### src/rtl/seg_scan.sv
// seg_scan: four-digit multiplexed seven-segment scanner stepped by an async slow clock.
// One digit per slow-clock rise, a blank gap between digits, and a once-per-frame snapshot.
module seg_scan #(
   parameter int BLANK_CYC = 16
) (
   input  logic        clk,
   input  logic        rst_n,
   input  logic        clk_slow,
   input  logic [15:0] value,
   input  logic [3:0]  dp,
   input  logic        blank_lz,
   output logic [3:0]  an,
   output logic [6:0]  seg,
   output logic        dp_n
);

   if (BLANK_CYC < 0 || BLANK_CYC > 255) begin : g_bad_blank
      $error("seg_scan: BLANK_CYC must be within 0..255");
   end

   typedef enum logic [1:0] {IDLE, BLANK, SHOW} state_e;

   localparam int       BL        = (BLANK_CYC > 0) ? BLANK_CYC - 1 : 0;
   localparam logic [7:0] BCNT_LOAD = 8'(BL);
   localparam state_e   ENTER     = (BLANK_CYC == 0) ? SHOW : BLANK;

   logic        s1_q, s1_d, s2_q, s2_d, s3_q, s3_d;
   logic        rdy_q, rdy_d, arm_q, arm_d;
   state_e      state_q, state_d;
   logic [1:0]  idx_q, idx_d;
   logic [7:0]  bcnt_q, bcnt_d;
   logic [15:0] snap_val_q, snap_val_d;
   logic [3:0]  snap_dp_q, snap_dp_d;
   logic [3:0]  an_q, an_d;
   logic [6:0]  seg_q, seg_d;
   logic        dp_n_q, dp_n_d;
   logic        tick;
   logic [15:0] hi;
   logic        lz;

   function automatic logic [6:0] dec7(input logic [3:0] n);
      logic [6:0] s;
      unique case (n)
         4'h0: s = 7'h40;
         4'h1: s = 7'h79;
         4'h2: s = 7'h24;
         4'h3: s = 7'h30;
         4'h4: s = 7'h19;
         4'h5: s = 7'h12;
         4'h6: s = 7'h02;
         4'h7: s = 7'h78;
         4'h8: s = 7'h00;
         4'h9: s = 7'h10;
         4'hA: s = 7'h08;
         4'hB: s = 7'h03;
         4'hC: s = 7'h46;
         4'hD: s = 7'h21;
         4'hE: s = 7'h06;
         4'hF: s = 7'h0E;
      endcase
      return s;
   endfunction

   always_comb begin
      s1_d = clk_slow;
      s2_d = s1_q;
      s3_d = s2_q;
      rdy_d = 1'b1;
      // arm only after a genuine low is seen, so a level held high at release is ignored
      arm_d = arm_q | (rdy_q & ~s1_q);
      tick = s2_q & ~s3_q & arm_q;

      state_d = state_q;
      idx_d = idx_q;
      bcnt_d = bcnt_q;
      snap_val_d = snap_val_q;
      snap_dp_d = snap_dp_q;

      if (tick) begin
         if (state_q == IDLE || idx_q == 2'd3) begin
            snap_val_d = value;
            snap_dp_d = dp;
         end
         if (state_q != IDLE) begin
            idx_d = idx_q + 2'd1;
         end
         bcnt_d = BCNT_LOAD;
         state_d = ENTER;
      end else if (state_q == BLANK) begin
         if (bcnt_q == 8'd0) begin
            state_d = SHOW;
         end else begin
            bcnt_d = bcnt_q - 8'd1;
         end
      end

      hi = snap_val_d >> {idx_d, 2'b00};
      lz = blank_lz & (idx_d != 2'd0) & (hi == 16'd0);

      an_d = 4'hF;
      seg_d = 7'h7F;
      dp_n_d = 1'b1;
      if (state_d == SHOW) begin
         an_d = ~(4'b0001 << idx_d);
         seg_d = lz ? 7'h7F : dec7(hi[3:0]);
         dp_n_d = ~snap_dp_d[idx_d];
      end
   end

   always_ff @(posedge clk or negedge rst_n) begin
      if (!rst_n) begin
         s1_q <= 1'b0;
         s2_q <= 1'b0;
         s3_q <= 1'b0;
         rdy_q <= 1'b0;
         arm_q <= 1'b0;
         state_q <= IDLE;
         idx_q <= 2'd0;
         bcnt_q <= 8'd0;
         snap_val_q <= 16'd0;
         snap_dp_q <= 4'd0;
         an_q <= 4'hF;
         seg_q <= 7'h7F;
         dp_n_q <= 1'b1;
      end else begin
         s1_q <= s1_d;
         s2_q <= s2_d;
         s3_q <= s3_d;
         rdy_q <= rdy_d;
         arm_q <= arm_d;
         state_q <= state_d;
         idx_q <= idx_d;
         bcnt_q <= bcnt_d;
         snap_val_q <= snap_val_d;
         snap_dp_q <= snap_dp_d;
         an_q <= an_d;
         seg_q <= seg_d;
         dp_n_q <= dp_n_d;
      end
   end

   assign an = an_q;
   assign seg = seg_q;
   assign dp_n = dp_n_q;

endmodule

### config.mk
export PLATFORM = sky130hd
export DESIGN_NAME = seg_scan
export DESIGN_NICKNAME = d
export VERILOG_FILES = /design/src/rtl/seg_scan.sv
export SDC_FILE = /design/constraint.sdc
export NUM_CORES = 1
export LEC_CHECK = 0
export ABC_AREA = 0
export ABC_CLOCK_PERIOD_IN_PS = 4400
export CAP_MARGIN = 5
export CORE_ASPECT_RATIO = 0.9
export CORE_MARGIN = 5
export CORE_UTILIZATION = 56
export DETAILED_ROUTE_END_ITERATION = 10
export GPL_TIMING_DRIVEN = 1
export PLACE_DENSITY = 0.8
export SLEW_MARGIN = 20
export SYNTH_ARGS = -nofsm -noshare
export SYNTH_HDL_FRONTEND = slang
export SYNTH_SLANG_ARGS = --single-unit
export TNS_END_PERCENT = 10
### constraint.sdc
create_clock -name clk -period 4.4 [get_ports clk]
set_input_delay 0.88 -clock clk [delete_from_list [all_inputs] [get_ports clk]]
set_output_delay 0.88 -clock clk [all_outputs]
set_load 0.01 [all_outputs]
# Word-level counts from Yosys, hierarchy flattened
# Memories as Yosys holds them, arrays and structs flattened.
# Cells that the tools add are included.
[op_classes]
shifts = 2
addsub = 2
bitwise_logic = 10
multipliers = 0
n_lt_le_gt_ge = 1
mux = 18
n_reduce_logical = 8
n_eq_ne = 4
div_mod_pow = 0
[ops]
columns = ["op", "count"]
rows = [
  ["$mux W16", 2],
  ["$mux W8", 3],
  ["$logic_not A16 Y1", 1],
  ["$shr A16 B4 Y16", 1],
  ["$mux W7", 2],
  ["$mux W4", 3],
  ["$mux W2", 5],
  ["$logic_not A8 Y1", 1],
  ["$sub A8 B1 Y8 const B", 1],
  ["$reduce_bool A2 Y1", 3],
  ["$and A1 B1 Y1", 5],
  ["$eq A2 B2 Y1 const B", 2],
  ["$not A4 Y4", 1],
  ["$shl A1 B2 Y4 const A", 1],
  ["$lt A2 B3 Y1 const B", 1],
  ["$not A1 Y1", 3],
  ["$add A2 B1 Y2 const B", 1],
  ["$bmux W1 S2", 1],
  ["$eq A2 B1 Y1 const B", 1],
  ["$logic_not A2 Y1", 1],
  ["$mux W1", 2],
  ["$ne A2 B2 Y1 const B", 1],
  ["$reduce_and A2 Y1", 1],
  ["$logic_or A1 B1 Y1", 1],
  ["$or A1 B1 Y1", 1],
]
[word_totals]
register_bits = 49
ram_bits = 0
wordCells = 59
n_memories = 1
latchBits = 0
output_inout_bits = 12
input_bits = 24
mem_bits_ro = 112
[mem_list]
columns = ["memory", "words", "word_bits", "rd", "rd_clocked_by_memory_dff", "wr", "line", "rtl"]
rows = [
  ["(no name shown)", 16, 7, 1, 0, 0, "43", "unique case (n)"],
]

# Logic depth before layout (Yosys ltp)
# Gate-level depths: netlist (run 1).
[logic_depth]
ltp_word = 9
mapped_depth = 14
ltp_nobuf = 12

# Worst setup path after synthesis (run 1)
# No wires, ideal clock.
[synth_timing]
path_type = "flip-flop to flip-flop"
startpoint = "register idx_q[0]"
endpoint = "register seg_q[0], in the netlist seg[0]"
n_path_buf = 1
setup_time_ns = 0.059
period_less_slack_ns = 3.246
slack_ns = 1.154
path_stages_with_launch = 14
t_required_ns = 4.341
arrival_ns = 3.187
path_cell_list = "dfrtp_1 -> ha_1 -> buf_6 -> o21bai_1 -> nand2_1 -> mux2_2 -> mux2_2 -> mux2_2 -> inv_1 -> ha_1 -> nand2_1 -> or4b_1 -> o2bb2ai_2 -> a21bo_1"
[synth_between]
elab_chain_len = 9
word_cells_on_any_way = 15
cone_classes = "1 x add/sub; 1 x eq/ne; 1 x shift; 6 x mux; 2 x bitwise; 3 x reduce/logical; 1 x memory"
[synth_lines]
columns = ["item", "line", "rtl"]
rows = [
  ["start: declaration", "30", "logic [1:0] idx_q, idx_d;"],
  ["start signal: assignment", "132", "idx_q <= idx_d;"],
  ["$eq A2 B2 Y1 *", "80", "if (state_q == IDLE || idx_q == 2'd3) begin"],
  ["$logic_or A1 B1 Y1 *", "80", ""],
  ["$mux W16 *", "80", ""],
  ["$mux W16 *", "79", "if (tick) begin"],
  ["named net snap_val_d[4]", "32", "logic [15:0] snap_val_q, snap_val_d;"],
  ["$shr A16 B4 Y16 *", "97", "hi = snap_val_d >> {idx_d, 2'b00};"],
  ["branches (longest 2 deep; another with $mem_v2 Z16 W7)", "-", ""],
  ["$mux W7 *", "105", "seg_d = lz ? 7'h7F : dec7(hi[3:0]);"],
  ["$mux W7 *", "103", "if (state_d == SHOW) begin"],
  ["named net seg_d[0]", "35", "logic [6:0] seg_q, seg_d;"],
  ["end signal: assignment", "137", "seg_q <= seg_d;"],
  ["end: declaration", "35", ""],
]
# Mark *: on every way through the listed nets, which the timed path passes.
# A chain may end at the register's enable or synchronous reset.

# Worst setup path after layout (run 1)
# Same ends and word-level chain as after synthesis.

==> flow_metrics.py, run 1 <==
metrics = {
    "sta": {
        "fin_skew_ps": 5.071,
        "fin_ws_ps": 712.5,
        "setup_violations": 0,
        "finalCriticalPeriod_ps": 3688,
        "drv_slew": 0,
        "grt_setup_unrepaired": "no",
        "hold_viol_final": 0,
        "worst_slew_margin_rel_pct": 39.64,
        "timing.fmax_ghz": 0.2712,
        "worst_slew_pin_slew_ps": 905.4,
        "tns_ps": 0,
        "finalCritPeriodShare_pct": 83.81,
    },
    "synth": {
        "syn_avg_cell_area_sq_um": 10.53,
        "yosys.area_share.simple_pct": 15.93,
        "ys_seq_area_share_pct": 42.70,
        "synth.top_cells.by_count": "dfrtp_1, mux2_2, nor2_1, nor3_1, mux2i_1",
        "synthAdderAreaFrac_pct": 3.013,
        "synth_cells": 276,
        "synth_warnings": 0,
        "synth_mux_area_share_pct": 16.83,
        "synth_ff_type": "dfrtp_1",
        "synth.cell_area_sq_um": 2907,
        "yosysTopAreaCellShare_pct": 31.86,
        "synth_edf_count": 0,
        "synth_compound_area_share_pct": 14.08,
        "synth_most_common_cell": "dfrtp_1",
        "ys_types": 60,
        "ys_ff_latch": 49,
        "synthArstFlopShare_pct": 100.0,
        "synth_xor_area_share_pct": 1.808,
        "synth_area_leader_cell": "dfrtp_1",
        "synth_top_family_by_area": "multiplexers",
        "syn_nets": 307,
        "synth.area.top_cells": "dfrtp_1, dfstp_2, mux2_2",
    },
    "final_layout": {
        "multi_input_area_sq_um": 1505,
        "fillCellCount": 380,
        "syn_to_final_growth_pct": 14.77,
        "design_area_sq_um": 3336,
        "fin_util_pct": 67.73,
        "seq_area_sq_um": 1241,
        "n_antenna_cell": 0,
        "layout.nets": 338,
        "drive_gt1_share_pct": 21.75,
    },
    "placed_design": {
        "portBuffers": 35,
        "pre_cts_slack_ps": 784.3,
        "dp_hpwl_um": 4579,
        "placed_cell_area_sq_um": 3251,
        "gp_congestion": 0.8291,
    },
    "worst_hold_path": {
        "holdPathStages": 0,
        "holdPathEnd": "s2_q",
        "hp-start": "s1_q",
        "hold_class": "reg -> reg",
    },
    "critical_path": {
        "critPathLaunchType": "flip-flop",
        "path_class": "reg -> reg",
        "crit_fanout": 9,
        "r2r-end": "seg[0]",
        "r2r_slack_ps": 710,
        "crit_path_end_kind": "flip-flop",
        "cp_data_arrival_time_ps": 3940,
        "cp.required_ps": 4650,
        "ff2ff_path_depth": 13,
        "r2r-start": "idx_q[0]",
    },
    "global_routing": {
        "grt_antenna_before_repair": 0,
        "first_global_vias": 2181,
        "grt-ovfl-total": 0,
        "grt_usage_pct": 20.02,
        "grt_pass1_wl_um": 10730,
        "grt_max_degree": 50,
    },
    "cts": {
        "cts_buffer_depth": 2,
        "htree_levels": 2,
        "clock_sinks": 49,
        "clk_latency_ps": 310,
        "path_clk_slew_ps": 90,
        "postCtsResizedCells": 0,
        "cts_tree": "built",
        "postCtsSetupBuffers": 0,
        "cts-root-buf": "clkbuf_8",
        "cts-hold-fix-buffers": 0,
        "cts_made_buffers": 5,
    },
    "floorplan": {
        "die_h_um": 78.35,
        "die_w_um": 85.94,
        "fp-row-count": 24,
        "initial_core_util_pct": 59.02,
        "io_pins": 36,
        "coreArea_sq_um": 4925,
        "die_area_sq_um": 6733,
    },
    "status": {
        "status": "finished, final reports clean",
    },
    "routing": {
        "vias": 2199,
        "drt_iter0_drc": 188,
        "drt_pre_antenna_iters": 4,
        "routed_wl_um": 6221,
        "vias_per_cell": 5.895,
        "drtAntennaViolNets": 0,
        "drt-wirelength-per-cell_um": 16.68,
        "drcViolationCount": 0,
    },
    "power": {
        "p_per_area_nw_per_um2": 601.3,
        "vdd_ir_drop_max_mv": 0.3773,
        "power.total_mw": 2.006,
        "p_leak_nw": 1.328,
    },
    "run": {
        "maxCapViolCount": 0,
    },
}
==> worst max-delay path: stages, from the launching register on <==
cell and delay, ps:
dfrtp_1 390, ha_1 190, buf_4 160, o21bai_1 210, nand2_1 320, mux2_2 390
mux2_2 270, mux2_2 330, inv_1 120, ha_1 220, nand2_1 70, or4b_1 550
o2bb2ai_2 190, a21bo_1 210
==> flip-flops by register name, indices dropped and copies added, names as in the netlist, 2 cells and up <==
name,cells
idx_q,2
snap_dp_q,4
state_q,2
seg,7
bcnt_q,8
snap_val_q,16
an,4
==> stage by stage <==
step	instances	hold WS, ps
floorplan	276	353.7
global placement	365	363.0
detailed placement	365	366.8
CTS	373	386.2
global route	373	410.1
finish	373	385.0
==> per-layer routing <==
layer	GRT usage, %	vias to the layer above	part of all wire, %
li1	-	1075	-
met1	27.69	1067	46
met2	31.28	51	48
met3	5.236	6	4.6
met4	5.222	0	0.92
met5	0	-	0
==> cell families (layout without fill, tap and decap cells) <==
| kind of cell | count (synthesis) | after routing |
|---|---|---|
| DFF | 49 | 49 |
| and+or+nand+nor | 88 | 88 |
| other | 1 | 1 |
| xor gates and xnor gates | 6 | 6 |
| muxes | 43 | 43 |
| buffers and inverters | 26 | 58 |
| adders and majority gates | 7 | 7 |
| AOI/OAI and AO/OA | 56 | 56 |
==> worst max-delay path by stage <==
stage,start,to,slack [ps]
2_1_floorplan,idx_q[0],seg[0],1150
3_3_place_gp,value[12],seg[0],850
3_5_place_dp,idx_q[0],seg[0],780
4_1_cts,idx_q[0],seg[0],710
5_1_grt,idx_q[0],seg[0],510
6_report,idx_q[0],seg[0],710
==> final cells by class <==
| type | count | share of cell area [%] |
|---|---|---|
| multi-input cells | 201 | 45.12 |
| flip-flops and latches | 49 | 37.21 |
| repair buffers | 40 | 11.55 |
| well taps | 65 | 2.438 |
| clock buffers | 6 | 2.176 |
| inverters | 10 | 1.200 |
| clock inverters | 2 | 0.3001 |
==> report_power, final <==
| part | switching [mW] | internal (mW) | leakage, nW |
|---|---|---|---|
| sequential | 0.107 | 0.583 | 0.560 |
| combinational | 0.577 | 0.482 | 0.724 |
| clock | 0.146 | 0.110 | 0.0450 |
==> cell usage in the layout, fill, tap and decap left out, types with 4 or more instances in the layout <==
cell type and count:
o211ai_1 9, clkbuf_8 5, nor3_1 18, dfstp_2 12
mux2i_1 14, a211oi_1 5, ha_1 7, mux2_2 27
a22oi_1 4, inv_1 8, nand3_1 13, a21oi_1 7
xnor2_1 5, or3_1 5, nor2_1 19, o21ai_0 9
buf_4 6, dfrtp_1 37, clkdlybuf4s50_1 34, nand2_1 11
(Power assumes the default switching activity.)
==> run 2: changes to the inputs <==
- ABC_CLOCK_PERIOD_IN_PS: 4400 -> 3700
- clock period: 4.4 -> 3.7 ns (I/O delays scaled with it)
==> run 2 against run 1 <==
Effect of this change:
- critical path depth fell by 2
- clock-buffer cell count fell by 1
- combinational power rose by 24%
- total power rose by 25%
- global-route usage fell by 0.084 points
- critical endpoint unchanged
- highest routed layer unchanged
==> flow_metrics.py, run 2 (synthesized netlist as in run 1, its figures left out) <==
metrics = {
    "routing": {
        "drt_iter0_drc": 144,
        "drt_pre_antenna_iters": 5,
        "drtAntennaViolNets": 0,
        "vias_per_cell": 6.068,
        "vias": 2306,
        "drcViolationCount": 0,
        "drt-wirelength-per-cell_um": 16.58,
        "routed_wl_um": 6301,
    },
    "sta": {
        "grt_setup_unrepaired": "no",
        "drv_slew": 0,
        "finalCritPeriodShare_pct": 95.08,
        "worst_slew_margin_rel_pct": 59.85,
        "holdWs_ps": 383.0,
        "finalCriticalPeriod_ps": 3518,
        "tns_ps": 0,
        "worst_slew_pin_slew_ps": 602.2,
        "setup_violations": 0,
        "fin_skew_ps": 9.048,
        "timing.fmax_ghz": 0.2842,
        "hold_viol_final": 0,
    },
    "floorplan": {
        "io_pins": 36,
        "die_w_um": 85.94,
        "die_h_um": 78.35,
        "coreArea_sq_um": 4925,
        "die_area_sq_um": 6733,
        "fp-row-count": 24,
        "initial_core_util_pct": 59.02,
    },
    "final_layout": {
        "layout_common_cells": "dfrtp_1, clkdlybuf4s50_1, mux2_2, nor2_1, nor3_1",
        "design_area_sq_um": 3418,
        "fillCellCount": 379,
        "drive_gt1_share_pct": 23.81,
        "multi_input_area_sq_um": 1508,
        "layout.nets": 345,
        "largest-register": "snap_val_q",
        "largest_register_ffs": 16,
        "n_antenna_cell": 0,
        "seq_area_sq_um": 1241,
        "final_common_cell": "dfrtp_1",
        "syn_to_final_growth_pct": 17.61,
    },
    "global_routing": {
        "grt_antenna_before_repair": 0,
        "grt_usage_pct": 19.93,
        "grt-ovfl-total": 0,
        "grt_pass1_wl_um": 10920,
        "grt_max_degree": 50,
        "first_global_vias": 2244,
    },
    "worst_hold_path": {
        "hold_class": "reg -> reg",
        "hp-start": "s1_q",
    },
    "critical_path": {
        "crit_fanout": 10,
        "path_class": "reg -> reg",
        "crit_buf_inv": 1,
        "critPathLaunchType": "flip-flop",
        "slowest_delay_ps": 540,
        "cp.required_ps": 3960,
        "crit_path_end_kind": "flip-flop",
        "cp_top_family": "multiplexers",
        "crit_start": "state_q[1]",
        "worst_path_most_repeated_cell": "mux2_2",
        "slowest_stage": "or4b_1",
        "r2r-start": "state_q[1]",
        "cp_data_arrival_time_ps": 3770,
        "worstPathCellList": "o21bai_1, nand2_2, mux2_2, mux2_2, mux2_2, inv_1, ha_1, nand2_1, or4b_1, o2bb2ai_2, a21bo_1",
    },
    "run": {
        "maxCapViolCount": 0,
    },
    "power": {
        "vdd_ir_drop_max_mv": 0.4363,
        "p_per_area_nw_per_um2": 732.1,
        "p_leak_nw": 1.368,
    },
    "placed_design": {
        "portBuffers": 35,
        "placed_cell_area_sq_um": 3303,
        "dp_hpwl_um": 4705,
        "gp_congestion": 0.8468,
    },
    "cts": {
        "cts_buffer_depth": 2,
        "cts_made_buffers": 5,
        "clk_latency_ps": 310,
        "cts-hold-fix-buffers": 0,
        "cts-root-buf": "clkbuf_8",
        "cts_tree": "built",
        "clock_sinks": 49,
        "htree_levels": 2,
        "path_clk_slew_ps": 90,
    },
    "status": {
        "status": "finished, final reports clean",
    },
}
==> run 2: changes by cell type in the layout (fill, tap and decap cells not counted), sizes merged <==
cell / change
buf: +7
clkinv: -1
clkinvlp: +1
bufinv: +1
clkbuf: -1
==> run 2: layout make-up <==
type / count / area share [%]
tap: 65 / 2.379
clock inverter: 3 / 1.208
multi-input combinational: 201 / 44.11
inverter: 10 / 1.171
timing repair buffer: 47 / 12.81
sequential: 49 / 36.31
clock buffer: 5 / 2.013
==> run 2: path summary, 6_finish.rpt <==
check,end,slack (ps),cells past startpoint
min,s2_q,380,0
max reg2reg,seg[0],180,11
min reg2reg,s2_q,380,0
min in group asynchronous,arm_q,440,1
max in group asynchronous,snap_val_q[0],2860,1
max,seg[0],180,11
==> run 2: metal layers <==
layer  GRT usage, %  up-vias  part of all wire, %
met4          6.329        0                  1.3
li1               -     1087                    -
met1          27.74     1124                   45
met2          31.36       84                   48
met3          3.874       11                  6.2
met5              0        -                    0
==> run 2: metrics by stage <==
| step | instances | setup WS [ps] | total power [mW] | util (%) |
|---|---|---|---|---|
| 2_1_floorplan | 276 | 453.8 | 1.819 | - |
| 3_3_place_gp | 372 | 268.8 | 2.079 | 67.07 |
| 3_5_place_dp | 372 | 138.3 | 2.107 | 67.07 |
| 4_1_cts | 380 | 96.70 | 2.492 | 69.31 |
| 5_1_grt | 380 | 59.95 | 2.704 | 69.41 |
| 6_report | 380 | 181.9 | 2.502 | 69.41 |
==> run 2: report_power, final <==
group          leakage [nW]  internal, mW  switching (mW)  total [mW]
combinational         0.757         0.606           0.702        1.31
clock                0.0518         0.199           0.181       0.380
sequential            0.560         0.694           0.121       0.815
total                  1.37          1.50            1.00        2.50
==> run 2: what timing repair did <==
item / CTS / global route
setup endpoints to repair: 0 / 7
buffers inserted: 0 / 0
gates resized for setup: 0 / 1
==> run 3: changes to the inputs <==
- CTS_CLUSTER_SIZE: not set -> 8
- MAX_ROUTING_LAYER: not set -> met4
==> run 3 against run 2 <==
Effect of this change:
- setup slack better by 2.3 ps
- global-route usage increased by 0.60 points
- final cell count unchanged
- wire length about the same
==> flow_metrics.py, run 3 (synthesized netlist as in run 1, its figures left out) <==
metrics = {
    "status": {
        "status": "finished, final reports clean",
    },
    "critical_path": {
        "crit_fanout": 10,
        "cp_data_arrival_time_ps": 3770,
        "path_class": "reg -> reg",
        "cp_top_family": "multiplexers",
        "worstPathCellList": "o21bai_1, nand2_2, mux2_2, mux2_2, mux2_2, inv_1, ha_1, nand2_1, or4b_1, o2bb2ai_2, a21bo_1",
        "crit_path_end_kind": "flip-flop",
        "crit_buf_inv": 1,
        "slowest_delay_ps": 540,
        "worst_path_most_repeated_cell": "mux2_2",
        "slowest_stage": "or4b_1",
        "cp.required_ps": 3960,
        "critPathLaunchType": "flip-flop",
    },
    "global_routing": {
        "grt_usage_pct": 20.53,
        "first_global_vias": 2240,
        "grt_pass1_wl_um": 10920,
        "grt_antenna_before_repair": 0,
        "grt-ovfl-total": 0,
        "grt_max_degree": 50,
    },
    "cts": {
        "cts-hold-fix-buffers": 0,
        "cts-root-buf": "clkbuf_8",
        "htree_levels": 2,
        "clock_sinks": 49,
        "postCtsSetupBuffers": 0,
        "cts_made_buffers": 5,
        "cts_tree": "built",
        "clk_latency_ps": 310,
        "cts_buffer_depth": 2,
        "postCtsResizedCells": 0,
        "path_clk_slew_ps": 90,
    },
    "routing": {
        "vias_per_cell": 6.068,
        "drtAntennaViolNets": 0,
        "drt_pre_antenna_iters": 5,
        "drt-wirelength-per-cell_um": 16.58,
        "vias": 2306,
        "routed_wl_um": 6302,
        "drt_iter0_drc": 172,
        "drcViolationCount": 0,
    },
    "placed_design": {
        "portBuffers": 35,
        "gp_congestion": 0.8601,
        "pre_cts_slack_ps": 138.3,
        "place_inst": 372,
        "dp_hpwl_um": 4705,
    },
    "final_layout": {
        "final_common_cell": "dfrtp_1",
        "stdcell_count": 380,
        "drive_gt1_share_pct": 23.81,
        "layout_common_cells": "dfrtp_1, clkdlybuf4s50_1, mux2_2, nor2_1, nor3_1",
        "fin_util_pct": 69.41,
        "largest-register": "snap_val_q",
        "largest_register_ffs": 16,
        "n_antenna_cell": 0,
        "layout.nets": 345,
        "syn_to_final_growth_pct": 17.61,
    },
    "sta": {
        "fin_ws_ps": 184.2,
        "drv_slew": 0,
        "worst_slew_pin_slew_ps": 594.4,
        "finalCriticalPeriod_ps": 3516,
        "finalCritPeriodShare_pct": 95.02,
        "tns_ps": 0,
        "grt_setup_unrepaired": "no",
        "worst_slew_margin_rel_pct": 60.37,
        "fin_skew_ps": 10.89,
        "hold_viol_final": 0,
        "timing.fmax_ghz": 0.2844,
        "setup_violations": 0,
    },
    "floorplan": {
        "io_pins": 36,
        "initial_core_util_pct": 59.02,
        "coreArea_sq_um": 4925,
        "fp-row-count": 24,
        "die_h_um": 78.35,
        "die_w_um": 85.94,
        "die_area_sq_um": 6733,
    },
    "run": {
        "maxCapViolCount": 0,
    },
    "power": {
        "vdd_ir_drop_max_mv": 0.4363,
        "p_per_area_nw_per_um2": 732.6,
        "p_leak_nw": 1.368,
    },
    "worst_hold_path": {
        "hold_class": "reg -> reg",
    },
}
## run 3: metrics by stage
step,hold slack [ps],instance area (sq um),power (mW)
2_1_floorplan,353.7,2907,1.819
3_3_place_gp,364.5,3303,2.079
3_5_place_dp,371.0,3303,2.107
4_1_cts,384.1,3413,2.492
5_1_grt,401.4,3418,2.705
6_report,380.7,3418,2.504
## run 3: worst paths after layout
kind / start / end / slack, ps / cells past startpoint
worst max-delay path: state_q[1] / seg[0] / 180 / 11
min in group asynchronous: rst_n / s2_q / 440 / 1
worst min register to register: s1_q / s2_q / 380 / 0
worst max register to register: state_q[1] / seg[0] / 180 / 11
max in group asynchronous: rst_n / bcnt_q[5] / 2870 / 1
worst min-delay path: s1_q / s2_q / 380 / 0
## run 3: report_power, final
part	leakage (nW)	switching [mW]	internal (mW)	total, mW
sequential	0.560	0.121	0.694	0.815
combinational	0.757	0.702	0.606	1.31
clock	0.0518	0.182	0.199	0.381
## run 3: cell type report
cell class / count / area [sq um]
clock buffers: 5 / 68.82
clock inverters: 3 / 41.29
fillers: 379 / 1506
inverters: 10 / 40.04
multi-input cells: 201 / 1508
flip-flops and latches: 49 / 1241
well taps: 65 / 81.33
repair buffers: 47 / 437.9
## run 3: routing by layer
layer | up-vias | global-route usage (%) | share of wire (%)
li1 | 1090 | - | -
met1 | 1123 | 27.81 | 45
met2 | 82 | 31.36 | 48
met3 | 11 | 3.770 | 6.1
met4 | 0 | 6.329 | 1.3
met5 | - | - | 0
## run 3: worst register-to-register path, cell delays in order, from the launching register on
cell and delay [ps]:
dfrtp_1 490, o21bai_1 410, nand2_2 260, mux2_2 350, mux2_2 270, mux2_2 320
inv_1 120, ha_1 230, nand2_1 70, or4b_1 540, o2bb2ai_2 190, a21bo_1 210
